[src/rtl/blend_weight_seq.sv]
// Blend weight sequencer.
// Turns a pixel difference and two thresholds into a pair of 8-bit
// blend weights (w_s, w_f).
// Differences outside the [th0, th1) window saturate immediately.
// Differences inside the window are interpolated with a restoring divider
// that is shared between the two weights. The divider produces one
// quotient bit per cycle.
module blend_weight_seq #(
  parameter int pixelBitWidth     = 12,
  parameter int thresholdBitWidth = 9
) (
  input  logic                         clk,
  input  logic                         rst,
  input  logic                         in_valid,
  output logic                         in_ready,
  input  logic [pixelBitWidth:0]       diff,
  input  logic [thresholdBitWidth-1:0] blend_th0,
  input  logic [thresholdBitWidth-1:0] blend_th1,
  output logic                         out_valid,
  input  logic                         out_ready,
  output logic [7:0]                   w_s,
  output logic [7:0]                   w_f,
  output logic                         busy
);

  localparam int DW = pixelBitWidth + 1;
  localparam int TW = thresholdBitWidth;
  // Compare width: wide enough for both the difference and the thresholds,
  // plus one guard bit so the subtractions below cannot wrap.
  localparam int CW = ((DW > TW) ? DW : TW) + 1;

  typedef enum logic [2:0] {
    IDLE,
    CHECK,
    DIV_S,
    DIV_F,
    DONE
  } state_t;

  state_t          state_reg;
  logic            in_ready_reg;
  logic            out_valid_reg;
  logic [7:0]      w_s_reg;
  logic [7:0]      w_f_reg;

  // Request captured on acceptance.
  logic [DW-1:0]   diff_reg;
  logic [TW-1:0]   th0_reg;
  logic [TW-1:0]   th1_reg;

  // Divider state.
  logic [TW-1:0]   d_reg;        // divisor th1-th0
  logic [TW-1:0]   rem_reg;      // partial remainder, always < d_reg
  logic [7:0]      dvd_low_reg;  // dividend bits still to be shifted in
  logic [6:0]      quo_reg;      // quotient bits produced so far
  logic [2:0]      cnt_reg;      // iteration counter
  logic            n_zero_reg;   // current numerator is zero, force result 0
  logic [7:0]      s_quo_reg;    // w_s result held while w_f is computed

  // Classification and numerator terms.
  logic [CW-1:0]   diff_ext;
  logic [CW-1:0]   th0_ext;
  logic [CW-1:0]   th1_ext;
  logic            lt;
  logic            ge;
  logic [TW-1:0]   n_s;
  logic [TW-1:0]   n_f;
  logic [TW-1:0]   d_calc;
  logic [TW-1:0]   load_n;
  logic [TW+7:0]   dvd_load;

  // Single divider iteration.
  logic [TW:0]     trial;
  logic [TW:0]     d_ext;
  logic            take;
  logic [TW-1:0]   rem_step;
  logic [7:0]      quo_step;

  // Compare against the zero-extended thresholds and form the numerators.
  always_comb begin
    diff_ext = CW'(diff_reg);
    th0_ext  = CW'(th0_reg);
    th1_ext  = CW'(th1_reg);
    lt       = (diff_ext < th0_ext);
    ge       = (diff_ext >= th1_ext);
    n_s      = TW'(th1_ext - diff_ext);
    n_f      = TW'(diff_ext - th0_ext);
    d_calc   = th1_reg - th0_reg;
    // CHECK loads the w_s numerator; the DIV_S exit loads the w_f numerator.
    load_n   = (state_reg == CHECK) ? n_s : n_f;
    dvd_load = {load_n, 8'h00} - (TW + 8)'(1);
  end

  // Restoring divider step: shift in one dividend bit, subtract if possible.
  always_comb begin
    trial    = {rem_reg, dvd_low_reg[7]};
    d_ext    = {1'b0, d_reg};
    take     = (trial >= d_ext);
    rem_step = take ? TW'(trial - d_ext) : trial[TW-1:0];
    quo_step = {quo_reg, take};
  end

  // Control FSM, divider datapath and registered outputs.
  always_ff @(posedge clk or negedge rst) begin
    if (!rst) begin
      state_reg     <= IDLE;
      in_ready_reg  <= 1'b0;
      out_valid_reg <= 1'b0;
      w_s_reg       <= '0;
      w_f_reg       <= '0;
      diff_reg      <= '0;
      th0_reg       <= '0;
      th1_reg       <= '0;
      d_reg         <= '0;
      rem_reg       <= '0;
      dvd_low_reg   <= '0;
      quo_reg       <= '0;
      cnt_reg       <= '0;
      n_zero_reg    <= 1'b0;
      s_quo_reg     <= '0;
    end else begin
      case (state_reg)
        IDLE: begin
          if (in_ready_reg && in_valid) begin
            diff_reg     <= diff;
            th0_reg      <= blend_th0;
            th1_reg      <= blend_th1;
            in_ready_reg <= 1'b0;
            state_reg    <= CHECK;
          end else begin
            in_ready_reg <= 1'b1;
          end
        end

        CHECK: begin
          if (lt || ge) begin
            case ({ge, lt})
              2'b01:   begin w_s_reg <= 8'hFF; w_f_reg <= 8'h00; end
              2'b10:   begin w_s_reg <= 8'h00; w_f_reg <= 8'hFF; end
              default: begin w_s_reg <= 8'h00; w_f_reg <= 8'h00; end
            endcase
            out_valid_reg <= 1'b1;
            state_reg     <= DONE;
          end else begin
            d_reg       <= d_calc;
            rem_reg     <= dvd_load[TW+7:8];
            dvd_low_reg <= dvd_load[7:0];
            quo_reg     <= '0;
            cnt_reg     <= '0;
            n_zero_reg  <= (load_n == '0);
            state_reg   <= DIV_S;
          end
        end

        DIV_S: begin
          rem_reg     <= rem_step;
          dvd_low_reg <= {dvd_low_reg[6:0], 1'b0};
          quo_reg     <= quo_step[6:0];
          cnt_reg     <= cnt_reg + 3'd1;
          if (cnt_reg == 3'd7) begin
            s_quo_reg   <= n_zero_reg ? 8'h00 : quo_step;
            // Reload the divider with the w_f numerator.
            rem_reg     <= dvd_load[TW+7:8];
            dvd_low_reg <= dvd_load[7:0];
            quo_reg     <= '0;
            n_zero_reg  <= (load_n == '0);
            state_reg   <= DIV_F;
          end
        end

        DIV_F: begin
          rem_reg     <= rem_step;
          dvd_low_reg <= {dvd_low_reg[6:0], 1'b0};
          quo_reg     <= quo_step[6:0];
          cnt_reg     <= cnt_reg + 3'd1;
          if (cnt_reg == 3'd7) begin
            w_s_reg       <= s_quo_reg;
            w_f_reg       <= n_zero_reg ? 8'h00 : quo_step;
            out_valid_reg <= 1'b1;
            state_reg     <= DONE;
          end
        end

        DONE: begin
          if (out_ready) begin
            out_valid_reg <= 1'b0;
            in_ready_reg  <= 1'b1;
            state_reg     <= IDLE;
          end
        end

        default: begin
          state_reg     <= IDLE;
          in_ready_reg  <= 1'b0;
          out_valid_reg <= 1'b0;
        end
      endcase
    end
  end

  assign in_ready  = in_ready_reg;
  assign out_valid = out_valid_reg;
  assign w_s       = w_s_reg;
  assign w_f       = w_f_reg;
  assign busy      = (state_reg != IDLE);

endmodule

[config.mk]
export PLATFORM = sky130hd
export DESIGN_NAME = blend_weight_seq
export DESIGN_NICKNAME = d
export VERILOG_FILES = /design/src/rtl/blend_weight_seq.sv
export SDC_FILE = /design/constraint.sdc
export NUM_CORES = 1
export LEC_CHECK = 0
export BUFFER_PORTS_ARGS = -buffer_cell sky130_fd_sc_hd__buf_2
export CAP_MARGIN = 20
export CORE_UTILIZATION = 62
export CTS_CLUSTER_SIZE = 12
export DETAILED_ROUTE_END_ITERATION = 8
export PLACE_DENSITY_LB_ADDON = 0.08
export SYNTH_ARGS = -nofsm -noshare
export SYNTH_HDL_FRONTEND = slang
export SYNTH_SLANG_ARGS = --single-unit
[constraint.sdc]
create_clock -name clk -period 8.11 [get_ports clk]
set_input_delay 2.0275 -clock clk [delete_from_list [all_inputs] [get_ports clk]]
set_output_delay 2.0275 -clock clk [all_outputs]
set_load 0.05 [all_outputs]
Yosys cells after proc, flatten, opt, wreduce, memory -nomap -nowiden

Index checks and enable logic that the tools add are counted.

Add/subtract/negate cells: 6
Mux-type cells: 38
Magnitude comparators: 3
Bitwise operators: 3
Div/mod/pow operators: 0
Reductions and logical operators: 22
Shift-type cells: 0
$mul: 0
Eq/ne operators: 13

Operators by type and width:

| operator                                             | count |
|---|---|
| two-way mux 8 bit                                    | 9 |
| two-way mux 9 bit                                    | 4 |
| subtractor 9 bit                                     | 4 |
| one-hot mux 8 bit (2 select lines)                   | 2 |
| one-hot mux 9 bit (3 select lines)                   | 1 |
| one-hot mux 8 bit (3 select lines)                   | 1 |
| one-hot mux 7 bit (3 select lines)                   | 1 |
| two-way mux 3 bit                                    | 6 |
| subtractor 17 x 1 -> 17 bit (second input constant)  | 1 |
| one-hot mux 3 bit (5 select lines)                   | 1 |
| two-way mux 7 bit                                    | 2 |
| >= comparator 13 x 9 -> 1 bit                        | 1 |
| < comparator 13 x 9 -> 1 bit                         | 1 |
| AND reduction 2 bit                                  | 6 |
| >= comparator 10 x 9 -> 1 bit                        | 1 |
| inequality test 2 bit (second input constant)        | 5 |
| logical NOT 9 bit                                    | 1 |
| AND reduction 4 bit                                  | 2 |
| two-way mux 1 bit                                    | 7 |
| equality test 3 x 2 -> 1 bit (second input constant) | 2 |
| equality test 3 bit (second input constant)          | 2 |
| one-hot mux 3 bit (2 select lines)                   | 1 |
| AND reduction 3 bit                                  | 2 |
| nonzero test 2 bit                                   | 3 |
| other kinds (15)                                     | 19 |

Bits in read-only memories: 0
Output and inout port bits: 19
Register bits: 97
Memories kept: 0
Bits in writable memories: 0
Latch bits: 0
Bits of input ports: 35

Logic depth before layout (Yosys ltp)

Depth after elaboration: 5
Mapped depth: 14
Mapped depth without buffers: 12

Worst setup path after synthesis

OpenSTA, ideal clock, no wires.

Path type: input port to flip-flop
Start: input in_valid
End: register th1_reg[0]
Data arrival time: 3.000 ns
Cell stages on the path: 6
Path slack: 5.028 ns
Library setup time: 0.083 ns
Cells stage by stage: nand3_1 > nor2_1 > buf_1 > buf_1 > nand2_1 > o21ai_0

Word-level cells in the longest chain between the ends: 2

RTL lines:

| what                                 | line | text |
|---|---|---|
| start, declared                      | 14   | `input logic in_valid,` |
| logical AND 1 bit                    | 124  | `if (in_ready_reg && in_valid) begin` |
| AND reduction 2 bit (no source line) | -    |  |
| end signal, assigned                 | 127  | `th1_reg <= blend_th1;` |
| end, declared                        | 49   | `logic [TW-1:0] th1_reg;` |

No other way between the ends.
A chain may end at the register's enable or synchronous reset.

Worst setup path after layout

Start: register state_reg[0]
End: output busy

Word-level cells in the longest chain between the ends: 1

RTL lines:

| what                   | line | text |
|---|---|---|
| start, declared        | 40   | `state_t state_reg;` |
| start signal, assigned | 106  | `state_reg <= IDLE;` |
| start signal, assigned | 129  | `state_reg <= CHECK;` |
| start signal, assigned | 143  | `state_reg <= DONE;` |
| nonzero test 3 bit     | 205  | `assign busy = (state_reg != IDLE);` |
| end, declared          | 23   | `output logic busy` |

No other way between the ends.

==> impl_metrics.env <==
export IMPL_synth_edf_count=0
export IMPL_syn_nets=715
export IMPL_drtIter0Drc=233
export IMPL_synth_simple_area_share_pct=16.0
export IMPL_initial_core_util_pct=63.7
export IMPL_hold_class="flip-flop to flip-flop"
export IMPL_worst_path_max_fanout=8
export IMPL_insertion_delay_ns=0.37
export IMPL_period_needed_ns=3.57
export IMPL_dp_hpwl_mm=9.18
export IMPL_fin_crit_sh_pct=44.0
export IMPL_max_cap_viol_count=0
export IMPL_n_fill_cell=773
export IMPL_crit_required_ns=6.08
export IMPL_setup_viol=0
export IMPL_largest_reg_flops=13
export IMPL_io_pins=54
export IMPL_synthTopCellsByArea="dfrtp_1, ha_1, o21ai_0"
export IMPL_core_um2=9200
export IMPL_startpoint_type="flip-flop"
export IMPL_synth_top_family_by_area="compound AO/OA/AOI/OAI gates"
export IMPL_path_cells="clkinv_1 -> nand2_1 -> buf_2"
export IMPL_yosys_area_top_type_share_pct=41.5
export IMPL_crit_buf_inv=2
export IMPL_arrival_ns=1.54
export IMPL_critPathMaxStageDelay_ns=0.50
export IMPL_synth_mux_area_share_pct=3.03
export IMPL_hold_viol=0
export IMPL_row_count=35
export IMPL_synth_top_cell_by_area="dfrtp_1"
export IMPL_via_per_inst=5.87
export IMPL_layout_drive_gt1_share_pct=13.3
export IMPL_postCtsHoldBufs=0
export IMPL_clk_pin_slew_worst_paths_ns=0.10
export IMPL_worstMarginPinSlew_ns=1.03
export IMPL_vias=4640
export IMPL_critPathTopFamily="buffers and inverters"
export IMPL_die_w_um=99.2
export IMPL_cts_tree="done"
export IMPL_dieArea_um2=9830
export IMPL_chipHeight_um=99.2
export IMPL_syn2layout_area_growth_pct=9.21
export IMPL_grt_usage_pct=27.8
export IMPL_finClkSkew_ns=0.0108
export IMPL_nNetsFinal=760
export IMPL_drc=0
export IMPL_routedWlPerCell_um=16.0
export IMPL_grt_max_degree=73
export IMPL_synth_cells=629
export IMPL_firstDrtPassIters=5
export IMPL_post_cts_buffers=0
export IMPL_max_slew_margin_pct=31.2
export IMPL_ys_flop_type="dfrtp_1"
export IMPL_path_class="flip-flop to primary output"
export IMPL_clock_sinks=97
export IMPL_syn_cell_area_um2=5850
export IMPL_cp_end_kind="primary output"
export IMPL_cp_slowest_cell="dfrtp_1"
export IMPL_grt_ovfl_total=0
export IMPL_drv_slew=0
export IMPL_cts_max_level=3
export IMPL_numCtsBuffers=9
export IMPL_clock_path_buffers=2
export IMPL_async_flop_share_pct=100
export IMPL_synth_distinct_cells=61
export IMPL_synth_area_per_cell_um2=9.31
export IMPL_ys_ff_latch=97
export IMPL_status="complete, no violations"
export IMPL_synth_compound_area_share_pct=19.7
export IMPL_timing_setup_tns_ns=0
export IMPL_grt_pass1_wl_mm=21.6
export IMPL_root_buffer="clkbuf_8"
export IMPL_numPortBuffers=53
export IMPL_yosysWarningCount=0
export IMPL_antenna_left=0
export IMPL_routed_wl_mm=12.6
export IMPL_synth_fa_ha_area_share_pct=11.4
export IMPL_rsz0062_at_grt="no"
export IMPL_yosysMostFrequentCell="dfrtp_1"
export IMPL_synth_commonest_cells="dfrtp_1, nand2_1, o21ai_0"
export IMPL_place_gp_congestion=0.888
export IMPL_max_freq_mhz=280
export IMPL_cts_resized=0
export IMPL_grt_pass1_vias=4473
export IMPL_post_synth_xor_area_fraction_pct=4.04
export IMPL_yosysSeqAreaShare_pct=41.5
export IMPL_antenna_found_initial=0
export IMPL_num_antenna_cells=0
==> kinds of logic after synthesis <==
logic type               after synthesis
AO/OA/AOI/OAI                        178
multiplexers                          17
flip-flops                            97
AND/OR/NAND/NOR                      195
XOR/XNOR                              27
adder cells (fa/ha/maj)               51
buffers and inverters                 64
==> through the flow <==
step | util (%) | hold slack (ns) | instances | setup WS [ns] | cell area [um^2]
final | 69.5 | 0.482 | 790 | 4.54 | 6390
after global routing | 69.5 | 0.503 | 790 | 4.43 | 6390
after CTS | 69.4 | 0.488 | 789 | 4.54 | 6390
after detailed placement | 67.3 | 0.466 | 773 | 4.60 | 6190
after global placement | 67.3 | 0.457 | 773 | 4.73 | 6190
after floorplan | - | 0.449 | 629 | 5.03 | 5850
==> worst register-to-register path, delay by kind of cell (launching register included) <==
family | cells | cell delay (ns)
and+or+nand+nor | 3 | 0.69
buffers and inverters | 3 | 0.40
adders and majority gates | 2 | 0.56
DFF | 1 | 0.39
AOI/OAI and AO/OA | 4 | 0.88
muxes | 1 | 0.22
==> metal layers <==
| layer | routed length [um] | GRT usage (%) |
|---|---|---|
| met1 | 6170 | 38.8 |
| met2 | 5790 | 45.9 |
| met3 | 495 | 4.01 |
| met4 | 191 | 7.47 |
| met5 | 0 | 0 |
==> final timing paths <==
path,start,to,slack [ns],depth (start not counted)
min in group asynchronous,rst,th1_reg[6]$_DFFE_PN0P_,1.55,1
max in group asynchronous,rst,rem_reg[3]$_DFFE_PN0P_,5.36,2
worst min register to register,out_valid$_DFFE_PN0P_,out_valid$_DFFE_PN0P_,0.48,1
worst min-delay path,out_valid$_DFFE_PN0P_,out_valid$_DFFE_PN0P_,0.48,1
worst max register to register,dvd_low_reg[7]$_DFFE_PN0P_,rem_reg[3]$_DFFE_PN0P_,4.85,13
worst max-delay path,state_reg[0]$_DFFE_PN0P_,busy,4.54,3
==> final cells by class <==
cell class | count | area [um^2] | area share (%)
sequential | 97 | 2430 | 38.0
multi-input combinational | 468 | 3180 | 49.7
clock buffer | 10 | 138 | 2.15
timing repair buffer | 57 | 298 | 4.66
clock inverter | 6 | 61.3 | 0.959
inverter | 41 | 154 | 2.41
tap | 111 | 139 | 2.17
==> cell usage in the layout, fill, tap and decap left out, types with 14 or more instances in the layout <==
cell type  Yosys  layout
nand2b_1      19      19
inv_1         40      40
ha_1          47      47
o21ai_0       58      58
nor2_1        53      52
nand2_1       69      69
xnor2_1       14      14
dfrtp_1       97      97
buf_2          8      52
a21oi_1       41      41
Power is not shown: default switching activity piles up to over one toggle a cycle in this logic, so the estimate is an artifact.
